File: src/rtl/load_buffer.sv
// In-order load queue: byte-serial memory reads, sign/zero extension, CDB load-lane broadcast.
// Build option LBUFFER_IO_GUARD_EN holds I/O-region loads until their tag reaches the ROB head.
module load_buffer #(
    parameter int unsigned DEPTH     = 4,
    parameter int unsigned ID_WIDTH  = 32,
    parameter int unsigned ROB_WIDTH = 4,
    parameter int unsigned OP_WIDTH  = 6
) (
    input  logic                 clk_in,
    input  logic                 rst_n_in,
    input  logic                 rdy_in,
    input  logic                 rob_lbuffer_rst_in,
`ifdef LBUFFER_IO_GUARD_EN
    input  logic [ROB_WIDTH-1:0] rob_lbuffer_head_in,
`endif
    input  logic                 addrunit_lbuffer_en_in,
    input  logic [ID_WIDTH-1:0]  addrunit_lbuffer_addr_in,
    input  logic [ROB_WIDTH-1:0] addrunit_lbuffer_dest_in,
    input  logic [OP_WIDTH-1:0]  addrunit_lbuffer_opcode_in,
    output logic                 lbuffer_rs_rdy_out,
    output logic                 lbuffer_mem_req_out,
    output logic [ID_WIDTH-1:0]  lbuffer_mem_addr_out,
    input  logic                 mem_lbuffer_ack_in,
    input  logic [7:0]           mem_lbuffer_data_in,
    output logic [ROB_WIDTH-1:0] cdb_lbuffer_b_out,
    output logic [ID_WIDTH-1:0]  cdb_lbuffer_result_out
);

    localparam int unsigned PTR_W = $clog2(DEPTH);
    localparam int unsigned CNT_W = PTR_W + 1;

    // Load opcodes form one contiguous range LB..LHU
    localparam logic [OP_WIDTH-1:0] OP_LB  = OP_WIDTH'(11);
    localparam logic [OP_WIDTH-1:0] OP_LH  = OP_WIDTH'(12);
    localparam logic [OP_WIDTH-1:0] OP_LW  = OP_WIDTH'(13);
    localparam logic [OP_WIDTH-1:0] OP_LBU = OP_WIDTH'(14);
    localparam logic [OP_WIDTH-1:0] OP_LHU = OP_WIDTH'(15);

    typedef struct packed {
        logic [ID_WIDTH-1:0]  addr;
        logic [ROB_WIDTH-1:0] dest;
        logic [OP_WIDTH-1:0]  op;
    } entry_t;

    typedef enum logic [1:0] {S_IDLE, S_REQ, S_DONE} state_t;

    entry_t              q_mem [DEPTH];
    logic [PTR_W-1:0]    head_q;
    logic [PTR_W-1:0]    tail_q;
    logic [CNT_W-1:0]    count_q;
    state_t              state_q;
    entry_t              cur_q;
    logic [1:0]          k_q;
    logic [2:0]          nbytes_q;
    logic [ID_WIDTH-1:0] asm_q;

    entry_t head_c;
    entry_t wr_entry_c;
    logic   op_valid_c;
    logic   full_c;
    logic   push_c;
    logic   pop_c;
    logic   start_ok_c;

    function automatic logic [2:0] nbytes_of(input logic [OP_WIDTH-1:0] op);
        if (op == OP_LB || op == OP_LBU)      return 3'd1;
        else if (op == OP_LH || op == OP_LHU) return 3'd2;
        else                                  return 3'd4;
    endfunction

    function automatic logic [ID_WIDTH-1:0] extend(input logic [OP_WIDTH-1:0] op,
                                                   input logic [ID_WIDTH-1:0] v);
        if (op == OP_LB)      return {{(ID_WIDTH-8){v[7]}}, v[7:0]};
        else if (op == OP_LH) return {{(ID_WIDTH-16){v[15]}}, v[15:0]};
        else                  return v;
    endfunction

    assign head_c     = q_mem[head_q];
    assign wr_entry_c = '{addr: addrunit_lbuffer_addr_in,
                          dest: addrunit_lbuffer_dest_in,
                          op:   addrunit_lbuffer_opcode_in};
    assign op_valid_c = (addrunit_lbuffer_opcode_in >= OP_LB) &&
                        (addrunit_lbuffer_opcode_in <= OP_LHU);
    assign full_c     = (count_q == CNT_W'(DEPTH));
    assign push_c     = rdy_in && addrunit_lbuffer_en_in && !rob_lbuffer_rst_in &&
                        !full_c && op_valid_c;
    assign pop_c      = rdy_in && !rob_lbuffer_rst_in && (state_q == S_DONE);

`ifdef LBUFFER_IO_GUARD_EN
    // I/O-region reads must not be speculative: wait for the ROB head
    assign start_ok_c = (head_c.addr[17:16] != 2'b11) || (head_c.dest == rob_lbuffer_head_in);
`else
    assign start_ok_c = 1'b1;
`endif

    // One free slot of margin absorbs the reservation station's registered issue
    assign lbuffer_rs_rdy_out = (count_q <= CNT_W'(DEPTH - 2));

    always_ff @(posedge clk_in) begin
        if (push_c) q_mem[tail_q] <= wr_entry_c;
    end

    always_ff @(posedge clk_in or negedge rst_n_in) begin
        if (!rst_n_in) begin
            head_q                 <= '0;
            tail_q                 <= '0;
            count_q                <= '0;
            state_q                <= S_IDLE;
            cur_q                  <= '0;
            k_q                    <= '0;
            nbytes_q               <= '0;
            asm_q                  <= '0;
            lbuffer_mem_req_out    <= 1'b0;
            lbuffer_mem_addr_out   <= '0;
            cdb_lbuffer_b_out      <= '0;
            cdb_lbuffer_result_out <= '0;
        end else if (rdy_in) begin
            if (rob_lbuffer_rst_in) begin
                head_q                 <= '0;
                tail_q                 <= '0;
                count_q                <= '0;
                state_q                <= S_IDLE;
                lbuffer_mem_req_out    <= 1'b0;
                cdb_lbuffer_b_out      <= '0;
                cdb_lbuffer_result_out <= '0;
            end else begin
                if (push_c) tail_q <= tail_q + PTR_W'(1);
                if (pop_c)  head_q <= head_q + PTR_W'(1);
                case ({push_c, pop_c})
                    2'b10:   count_q <= count_q + CNT_W'(1);
                    2'b01:   count_q <= count_q - CNT_W'(1);
                    default: ;
                endcase

                cdb_lbuffer_b_out      <= '0;
                cdb_lbuffer_result_out <= '0;

                case (state_q)
                    S_IDLE: begin
                        if (count_q != '0 && start_ok_c) begin
                            cur_q                <= head_c;
                            k_q                  <= '0;
                            nbytes_q             <= nbytes_of(head_c.op);
                            asm_q                <= '0;
                            lbuffer_mem_req_out  <= 1'b1;
                            lbuffer_mem_addr_out <= head_c.addr;
                            state_q              <= S_REQ;
                        end
                    end
                    S_REQ: begin
                        if (mem_lbuffer_ack_in) begin
                            asm_q[{k_q, 3'b000} +: 8] <= mem_lbuffer_data_in;
                            k_q <= k_q + 2'd1;
                            if (3'(k_q) + 3'd1 == nbytes_q) begin
                                lbuffer_mem_req_out <= 1'b0;
                                state_q             <= S_DONE;
                            end else begin
                                lbuffer_mem_addr_out <= cur_q.addr + ID_WIDTH'(k_q) + ID_WIDTH'(1);
                            end
                        end
                    end
                    S_DONE: begin
                        cdb_lbuffer_b_out      <= cur_q.dest;
                        cdb_lbuffer_result_out <= extend(cur_q.op, asm_q);
                        state_q                <= S_IDLE;
                    end
                    default: state_q <= S_IDLE;
                endcase
            end
        end
    end

    // A push into a full queue is an upstream protocol violation
    assert property (@(posedge clk_in) disable iff (!rst_n_in)
        !(rdy_in && addrunit_lbuffer_en_in && !rob_lbuffer_rst_in && full_c));

endmodule

File: config.mk
export PLATFORM = sky130hd
export DESIGN_NAME = load_buffer
export DESIGN_NICKNAME = d
export VERILOG_FILES = /design/src/rtl/load_buffer.sv
export SDC_FILE = /design/constraint.sdc
export NUM_CORES = 1
export LEC_CHECK = 0
export ABC_CLOCK_PERIOD_IN_PS = 3400
export CELL_PAD_IN_SITES_DETAIL_PLACEMENT = 1
export CELL_PAD_IN_SITES_GLOBAL_PLACEMENT = 1
export CORE_ASPECT_RATIO = 1.75
export CORE_MARGIN = 2
export CORE_UTILIZATION = 44
export CTS_BUF_LIST = sky130_fd_sc_hd__clkbuf_4 sky130_fd_sc_hd__clkbuf_8
export DETAILED_ROUTE_END_ITERATION = 8
export GPL_ROUTABILITY_DRIVEN = 0
export PLACE_DENSITY_LB_ADDON = 0.05
export SLEW_MARGIN = 25
export SYNTH_ARGS = -nofsm -noshare
export SYNTH_HDL_FRONTEND = slang
export SYNTH_SLANG_ARGS = --single-unit
File: constraint.sdc
create_clock -name clk_in -period 3.4 [get_ports clk_in]
set_input_delay 0.68 -clock clk_in [delete_from_list [all_inputs] [get_ports clk_in]]
set_output_delay 0.68 -clock clk_in [all_outputs]
set_load 0.005 [all_outputs]
==> flow_summary.json, run 1 <==
{
  "grt_pass1_vias": 9658,
  "r2r_slack_ns": 0.54,
  "status": "complete, no violations",
  "clock_latency_ns": 0.58,
  "slew_headroom_pct": 39.9,
  "rsz0062_at_grt": "false",
  "final_util_pct": 54.1,
  "core_region_area_sq_um": 30500,
  "antenna_found_initial": 2,
  "htree_num_levels": 2,
  "p_leak_nw": 6.30,
  "antenna_left": 0,
  "dieArea_sq_um": 32300,
  "syn_area_per_cell_sq_um": 13.0,
  "clock_sinks": 325,
  "pwr-share-seq_pct": 44.9,
  "p_int_mw": 8.10,
  "synth-edff-count": 168,
  "cap_viol_max_count": 0,
  "fin_nets": 1273,
  "route.detailed.drc": 0,
  "viasPerCell": 5.33,
  "finalClockSkew_ns": 0.0135,
  "yosysSeqAreaShare_pct": 66.2,
  "cts.clk_slew.worst_paths_ns": 0.07,
  "cts_buffer_depth": 3,
  "synth_top_area_share_pct": 37.2,
  "crit_path_end_kind": "flip-flop",
  "reg2reg_from": "k_q[1]",
  "synthTopCellsByCount": "nand2_1, edfxtp_1, dfrtp_1",
  "crit_fanout": 33,
  "slew_violations": 0,
  "first_iter_violations": 282,
  "grt_max_degree": 80,
  "overflow": 0,
  "fin_crit_sh_pct": 84.0,
  "fin_crit_ns": 2.86,
  "dieWidth_um": 137,
  "p_sw_share_pct": 31.7,
  "cts_tree": "yes",
  "dr.pass1.iters": 4,
  "synthDistinctLibCells": 53,
  "io_pins": 126,
  "ctsResizeCount": 0,
  "cts_setup_buffers": 0,
  "startpoint": "k_q[1]",
  "worstSetupPathType": "flip-flop to flip-flop",
  "critical_path_arrival_ns": 3.29,
  "max_freq_mhz": 350,
  "die_h_um": 236,
  "syn2layout_area_growth_pct": 21.8,
  "drive_above_1_share_pct": 14.8,
  "finalNonFillerCells": 1634,
  "async_reset_ff_share_pct": 48.3,
  "p_per_area_nw_per_um2": 718,
  "cts-hold-fix-buffers": 0,
  "ys_warn_count": 0,
  "irDropWorstVdd_mv": 0.408,
  "hold_path.class": "input pin to async pin",
  "setup_viol": 0,
  "placed_cell_area_sq_um": 15500,
  "grt_pass1_wl_mm": 53.2,
  "design_area_sq_um": 16500,
  "clockPowerShare_pct": 29.0,
  "clock-root-buffer": "clkbuf_8",
  "critPathLaunchType": "flip-flop",
  "switchingPower_mw": 3.76,
  "num_rows": 85,
  "worst_pin_slew_ns": 0.895,
  "vias": 8717,
  "fillers": 3110,
  "wl_per_cell_um": 20.3,
  "fin_setup_tns_ns": 0,
  "grt.total_usage_pct": 21.7,
  "synth_most_common_cell": "nand2_1",
  "netlist_instances": 1045,
  "initial_utilization_pct": 44.4,
  "critPathRequiredTime_ns": 3.83,
  "wl_mm": 33.2,
  "hpwl_mm": 23.3,
  "power_frac_comb_pct": 26.1,
  "syn_nets": 1113,
  "yosys.area.top_type": "edfxtp_1",
  "portBuffers": 125,
  "hold_violations": 0,
  "syn_area_sq_um": 13600,
  "dp.cells": 1546,
  "synth_seq_cells": 325,
  "synth.area.top_cells": "edfxtp_1, dfrtp_1, mux4_2",
  "cts_made_buffers": 48,
  "yosys_most_used_dff": "edfxtp_1"
}
-- path summary, 6_finish.rpt --
check	endpoint	cells past startpoint
setup / recovery	lbuffer_mem_addr_out[30]	7
hold / removal	cdb_lbuffer_b_out[1]	1
setup reg to reg	lbuffer_mem_addr_out[30]	7
hold reg to reg	asm_q[23]	2
max in group asynchronous	cdb_lbuffer_result_out[28]	2
min in group clk_in	asm_q[23]	2
-- routing by layer --
layer / vias to the layer above / track usage [%] / wire length [um]
met1: 4402 / 22.9 / 11900
li1: 4087 / - / -
met3: 55 / 3.50 / 1160
met4: 0 / 7.92 / 1050
met5: - / 0 / 0
met2: 173 / 42.0 / 19100
-- metrics by stage --
| stage | worst slack (ns) | total power [mW] | hold WS, ns |
|---|---|---|---|
| after floorplan | 0.576 | 7.19 | 0.384 |
| after global placement | 0.253 | 8.50 | 0.452 |
| after detailed placement | 0.204 | 8.56 | 0.467 |
| after CTS | 0.483 | 12.1 | 0.154 |
| after global routing | 0.305 | 12.6 | 0.165 |
| final | 0.544 | 11.9 | 0.139 |
-- layout make-up --
| type | count | area, sq um | share of cell area, % |
|---|---|---|---|
| sequential | 325 | 8980 | 54.3 |
| multi-input combinational | 617 | 4190 | 25.4 |
| timing repair buffer | 160 | 1620 | 9.78 |
| clock buffer | 64 | 806 | 4.88 |
| tap | 391 | 489 | 2.96 |
| clock inverter | 22 | 234 | 1.42 |
| inverter | 53 | 199 | 1.20 |
| antenna | 2 | 5.00 | 0.0303 |
-- cells by family after synthesis --
logic type | synth area share [%]
AND/OR/NAND/NOR | 11.2
buffers and inverters | 3.03
AO/OA/AOI/OAI | 8.51
flip-flops | 66.2
multiplexers | 7.58
XOR/XNOR | 2.32
adder cells (fa/ha/maj) | 1.16
-- power by group through the flow --
stage          logic, mW  clock network, mW  registers [mW]
3_5_place_dp        3.15                  0            5.41
6_report            3.09               3.44            5.33
5_1_grt             3.47               3.70            5.41
2_1_floorplan       2.06                  0            5.12
3_3_place_gp        3.09                  0            5.41
4_1_cts             3.17               3.54            5.35
-- registers in the layout, indices dropped and copies added (netlist names) --
| name | cells |
|---|---|
| k_q | 2 |
| cur_q | 42 |
| q_mem | 168 |
| lbuffer_mem_req_out | 1 |
| cdb_lbuffer_b_out | 4 |
| state_q | 2 |
| count_q | 3 |
| tail_q | 2 |
| lbuffer_mem_addr_out | 32 |
| cdb_lbuffer_result_out | 32 |
| asm_q | 32 |
| head_q | 2 |
| nbytes_q | 3 |
-- worst max-delay path, cell delays in order (launching register included) --
cell	delay, ns
dfrtp_1	0.43
inv_1	0.11
ha_1	0.37
xor2_1	0.23
o41ai_4	0.85
buf_4	0.49
o2bb2ai_1	0.16
a21oi_1	0.06
-- layout by cell type, fill, tap and decap left out, types with 13 or more instances in the layout --
cell | synthesis | routed
buf_4 | 0 | 27
dfrtp_1 | 157 | 155
o22ai_1 | 28 | 28
nor2_1 | 31 | 31
clkbuf_8 | 0 | 52
xnor2_1 | 16 | 16
o21ai_0 | 63 | 63
mux4_2 | 42 | 42
edfxtp_1 | 168 | 168
nand3_1 | 13 | 13
nand2_1 | 224 | 224
and3_1 | 23 | 19
a21oi_1 | 32 | 32
clkdlybuf4s50_1 | 0 | 124
xor2_1 | 20 | 20
inv_1 | 53 | 53
(Power assumes the default switching activity.)
==> inputs of run 2 (changes only) <==
--- a/config.mk
+++ b/config.mk
@@ -5,7 +5,7 @@
 export SDC_FILE = /design/constraint.sdc
 export NUM_CORES = 1
 export LEC_CHECK = 0
-export ABC_CLOCK_PERIOD_IN_PS = 3400
+export ABC_CLOCK_PERIOD_IN_PS = 2600
 export CELL_PAD_IN_SITES_DETAIL_PLACEMENT = 1
 export CELL_PAD_IN_SITES_GLOBAL_PLACEMENT = 1
 export CORE_ASPECT_RATIO = 1.75
==> constraint.sdc (replaced) <==
create_clock -name clk_in -period 2.6 [get_ports clk_in]
set_input_delay 0.52 -clock clk_in [delete_from_list [all_inputs] [get_ports clk_in]]
set_output_delay 0.52 -clock clk_in [all_outputs]
set_load 0.005 [all_outputs]
==> run 2 against run 1 <==
First-iteration DRC count increased by 24%. Sequential power increased by 30%. Total power increased by 32%. Sequential share of layout area decreased by 1.2 points. Worst hold slack improved by 0.34 ns. Die area unchanged. Clock skew increased by 0.0054 ns. Flip-flop and latch count unchanged.
==> flow_summary.json, run 2 (synthesized netlist as in run 1, its figures left out) <==
{
  "clock-root-buffer": "clkbuf_8",
  "worst-path-buf-inv": 2,
  "antenna_left": 0,
  "slew_violations": 0,
  "crit_family": "compound AO/OA/AOI/OAI gates",
  "p_leak_nw": 6.53,
  "dieArea_sq_um": 32300,
  "grt_max_degree": 59,
  "finalClockSkew_ns": 0.0189,
  "syn2layout_area_growth_pct": 24.5,
  "fin_setup_tns_ns": 0,
  "hold_path.class": "input pin to async pin",
  "dieWidth_um": 137,
  "mostFrequentLayoutCells": "nand2_1, edfxtp_1, dfrtp_1",
  "clock_sinks": 325,
  "viasPerCell": 5.31,
  "hpwl_mm": 24.2,
  "core_region_area_sq_um": 30500,
  "worstSetupPathType": "flip-flop to flip-flop",
  "power_mw": 15.7,
  "num_rows": 85,
  "critPathLaunchType": "flip-flop",
  "critical_path_arrival_ns": 2.86,
  "drive_above_1_share_pct": 17.6,
  "wl_per_cell_um": 20.3,
  "p_per_area_nw_per_um2": 930,
  "grt_pass1_vias": 9765,
  "worst_pin_slew_ns": 0.934,
  "cts_made_buffers": 48,
  "grt.total_usage_pct": 22.0,
  "critPathRequiredTime_ns": 3.07,
  "cts_buffer_depth": 3,
  "reg2regPathDepth": 7,
  "largest_register_ffs": 168,
  "cts.clk_slew.worst_paths_ns": 0.06,
  "slew_headroom_pct": 37.3,
  "route.detailed.drc": 0,
  "crit_fanout": 7,
  "first_iter_violations": 350,
  "r2r_slack_ns": 0.21,
  "rsz0062_at_grt": "false",
  "grt_use_met2_pct": 42.3,
  "grt_busiest_layer": "met2",
  "cts_tree": "yes",
  "placed_cell_area_sq_um": 15800,
  "hold_ws_ns": 0.476,
  "io_pins": 126,
  "top_register": "q_mem",
  "irDropWorstVdd_mv": 0.530,
  "grtUsageMet3_pct": 3.37,
  "slowest_delay_ns": 0.51,
  "fin_crit_ns": 2.39,
  "reg_top3": "q_mem: 168 flops, cur_q: 42 flops",
  "wl_mm": 34.0,
  "design_area_sq_um": 16900,
  "overflow": 0,
  "grt_pass1_wl_mm": 53.9,
  "setup_viol": 0,
  "dr.pass1.iters": 4,
  "status": "complete, no violations",
  "fin_crit_sh_pct": 92.0,
  "htree_num_levels": 2,
  "worstPathCellList": "inv_1 > ha_1 > xor2_1 > o41ai_4 > nor2_1 > buf_4 > a221o_1",
  "reg2reg_from": "k_q[1]",
  "max_freq_mhz": 418,
  "critPathSlowestCell": "o41ai_4",
  "clock_latency_ns": 0.59,
  "hold_violations": 0,
  "fin_nets": 1314,
  "worstReg2RegEnd": "lbuffer_mem_addr_out[27]",
  "die_h_um": 236,
  "vias": 8892,
  "met1_usage_pct": 23.8,
  "portBuffers": 125,
  "initial_utilization_pct": 44.4,
  "cap_viol_max_count": 0,
  "crit_path_end_kind": "flip-flop",
  "antenna_found_initial": 1,
  "layout_commonest_cell": "nand2_1"
}
[run 2: cell count changes in the layout (fill, tap and decap cells not counted), sizes merged]
cell	before	now
clkinv	16	7
diode	2	1
clkinvlp	1	2
inv	53	54
dlygate4sd3	0	1
bufinv	5	2
clkbuf	64	75
buf	36	76
[run 2: final cells by class]
| type | count | area, sq um |
|---|---|---|
| fillers | 3080 | 13600 |
| clock inverters | 12 | 114 |
| inverters | 53 | 199 |
| repair buffers | 201 | 1990 |
| flip-flops and latches | 325 | 8980 |
| multi-input cells | 617 | 4190 |
| diodes | 1 | 2.50 |
| well taps | 391 | 489 |
| clock buffers | 75 | 932 |
[run 2: power by group]
group          switching, mW  internal, mW
combinational           2.18          2.13
clock                   1.96          2.48
sequential             0.828          6.12
total                   4.97          10.7
[run 2: worst max path at each step]
stage,from,endpoint,slack [ns],depth (start not counted)
final,k_q[1],lbuffer_mem_addr_out[27],0.21,7
after CTS,k_q[1],lbuffer_mem_addr_out[27],0.08,7
after global placement,addrunit_lbuffer_opcode_in[5],count_q[2],-0.33,13
after floorplan,rob_lbuffer_rst_in,count_q[2],0.15,12
after detailed placement,addrunit_lbuffer_opcode_in[5],count_q[2],-0.41,13
after global routing,state_q[0],asm_q[16],0.02,7
[run 2: per-stage QoR]
step                util, %  worst slack [ns]  cells
floorplan                 -             0.152   1045
global placement       51.9            -0.330   1586
detailed placement     51.9            -0.408   1586
CTS                    55.3            0.0761   1674
global route           55.3            0.0241   1675
finish                 55.3             0.207   1675
[run 2: timing repair]
item	CTS	global route
hold buffers	1	0
buffers inserted	0	0
setup endpoints to repair	0	25
resized for setup	0	2
hold endpoints to repair	56	0
[run 2: routing by layer]
metal | routed length [um] | up-vias
met2 | 19500 | 159
met3 | 1110 | 58
li1 | - | 4173
met5 | 0 | -
met1 | 12400 | 4502
met4 | 953 | 0
==> inputs of run 3 (changes only) <==
--- a/config.mk
+++ b/config.mk
@@ -14,7 +14,7 @@
 export CTS_BUF_LIST = sky130_fd_sc_hd__clkbuf_4 sky130_fd_sc_hd__clkbuf_8
 export DETAILED_ROUTE_END_ITERATION = 8
 export GPL_ROUTABILITY_DRIVEN = 0
-export PLACE_DENSITY_LB_ADDON = 0.05
+export PLACE_DENSITY = 0.83
 export SLEW_MARGIN = 25
 export SYNTH_ARGS = -nofsm -noshare
 export SYNTH_HDL_FRONTEND = slang
==> run 3 against run 2 <==
Register-to-register slack worse by 0.16 ns. Worst setup slack worse by 0.16 ns. Total power down 0.84%. Clock power down 5.4%. Clock-buffer cell count up 2. Flip-flop and latch count unchanged. Largest power group unchanged.
==> flow_summary.json, run 3 (synthesized netlist as in run 1, its figures left out) <==
{
  "design_area_sq_um": 16800,
  "die_h_um": 236,
  "worst_pin_slew_ns": 0.661,
  "setup_viol": 0,
  "syn2layout_area_growth_pct": 23.6,
  "grt_pass1_vias": 10300,
  "power_mw": 15.6,
  "r2r_slack_ns": 0.05,
  "reg_top3": "q_mem: 168 flops, cur_q: 42 flops",
  "hold_start": "cur_q[3]",
  "fin_crit_ns": 2.55,
  "cts_buffer_depth": 3,
  "hold_violations": 0,
  "cts_tree": "yes",
  "clock_latency_ns": 0.61,
  "reg2regPathDepth": 6,
  "dp_slack_ns": -0.311,
  "min_path_cells": 2,
  "wl_mm": 35.1,
  "status": "complete, no violations",
  "clock_sinks": 325,
  "placed_cell_area_sq_um": 15800,
  "slew_violations": 0,
  "vias": 9126,
  "core_region_area_sq_um": 30500,
  "largest_register_ffs": 168,
  "grt_max_degree": 64,
  "layout_commonest_cell": "nand2_1",
  "critical_path_arrival_ns": 3.03,
  "grt_pass1_wl_mm": 55.5,
  "critPathRequiredTime_ns": 3.08,
  "antenna_found_initial": 1,
  "dieWidth_um": 137,
  "crit_path_end_kind": "flip-flop",
  "initial_utilization_pct": 44.4,
  "p_per_area_nw_per_um2": 929,
  "p_leak_nw": 6.46,
  "mostFrequentLayoutCells": "nand2_1, edfxtp_1, dfrtp_1",
  "wl_per_cell_um": 21.1,
  "max_freq_mhz": 392,
  "hpwl_mm": 24.9,
  "worstReg2RegEnd": "lbuffer_mem_addr_out[29]",
  "setup_slack_ns": 0.0471,
  "clock-root-buffer": "clkbuf_8",
  "htree_num_levels": 2,
  "slew_headroom_pct": 55.9,
  "cts_made_buffers": 46,
  "overflow": 0,
  "fin_crit_sh_pct": 98.2,
  "worstSetupPathType": "flip-flop to flip-flop",
  "cts.clk_slew.worst_paths_ns": 0.07,
  "hold_path.class": "flip-flop to flip-flop",
  "antenna_left": 0,
  "num_rows": 85,
  "dieArea_sq_um": 32300,
  "irDropWorstVdd_mv": 0.449,
  "dr.pass1.iters": 6,
  "grt.total_usage_pct": 22.5,
  "portBuffers": 125,
  "top_register": "q_mem",
  "cap_viol_max_count": 0,
  "drive_above_1_share_pct": 17.3,
  "viasPerCell": 5.48,
  "io_pins": 126,
  "route.detailed.drc": 0,
  "critPathLaunchType": "flip-flop",
  "cts_setup_buffers": 0,
  "crit_fanout": 5,
  "reg2reg_from": "cur_q[11]",
  "finalClockSkew_ns": 0.0309,
  "worstHoldEndpoint": "cur_q[3]",
  "fin_nets": 1302,
  "first_iter_violations": 437
}
run 3: cell count changes in the layout (fill, tap and decap cells not counted), moves of 2 or more:
cell / before / now
buf_4: 62 / 51
clkbuf_4: 16 / 22
bufinv_16: 2 / 0
clkbuf_8: 59 / 55
clkinv_2: 3 / 5
clkinv_1: 4 / 0
run 3: report_power, final:
group / internal, mW / leakage (nW) / total (mW) / switching [mW]
combinational: 2.12 / 2.35 / 4.39 / 2.27
clock: 2.25 / 0.530 / 4.20 / 1.95
sequential: 6.12 / 3.58 / 6.97 / 0.852
run 3: how the worst max path moves through the flow:
| stage | end | cells after the start | startpoint |
|---|---|---|---|
| final | lbuffer_mem_addr_out[29] | 6 | cur_q[11] |
| after global routing | lbuffer_mem_addr_out[31] | 6 | cur_q[11] |
| after CTS | lbuffer_mem_addr_out[25] | 6 | cur_q[11] |
| after detailed placement | count_q[2] | 12 | addrunit_lbuffer_opcode_in[5] |
| after global placement | count_q[2] | 12 | addrunit_lbuffer_opcode_in[5] |
| after floorplan | count_q[2] | 12 | rob_lbuffer_rst_in |
run 3: timing repair:
action	in CTS	in global routing
hold buffers	1	0
endpoints found under the hold margin	60	0
gates resized for setup	0	2
setup endpoints to repair	0	2
run 3: through the flow:
| step | TNS [ns] | utilization (%) | cells | hold WS [ns] |
|---|---|---|---|---|
| 5_1_grt | -0.0116 | 54.9 | 1664 | 0.508 |
| 3_3_place_gp | -0.171 | 51.6 | 1576 | 0.461 |
| 3_5_place_dp | -0.932 | 51.6 | 1576 | 0.472 |
| 4_1_cts | 0 | 54.9 | 1663 | 0.488 |
| 6_report | 0 | 54.9 | 1664 | 0.480 |
| 2_1_floorplan | 0 | - | 1045 | 0.224 |
run 3: metal layers:
metal  part of all wire, %  routed length [um]  track usage (%)
met3                   4.2                1480             3.68
met2                    56               19600             41.8
met4                   4.0                1400             11.1
met1                    36               12500             24.0
met5                     0                   0                0
run 3: critical path: stages, from the launching register on:
cell and delay (ns):
dfrtp_1 0.42, ha_1 0.29, nor2b_1 0.39, o2111ai_1 0.34
nor4_1 0.52, xor2_1 0.13, a221o_1 0.34
run 3: layout make-up:
type                       count  area [sq um]
clock buffer                  77           922
sequential                   325          8980
tap                          391           489
clock inverter                 9          56.3
fill                        3090         13800
timing repair buffer         191          1930
multi-input combinational    617          4200
antenna                        1          2.50
inverter                      53           199
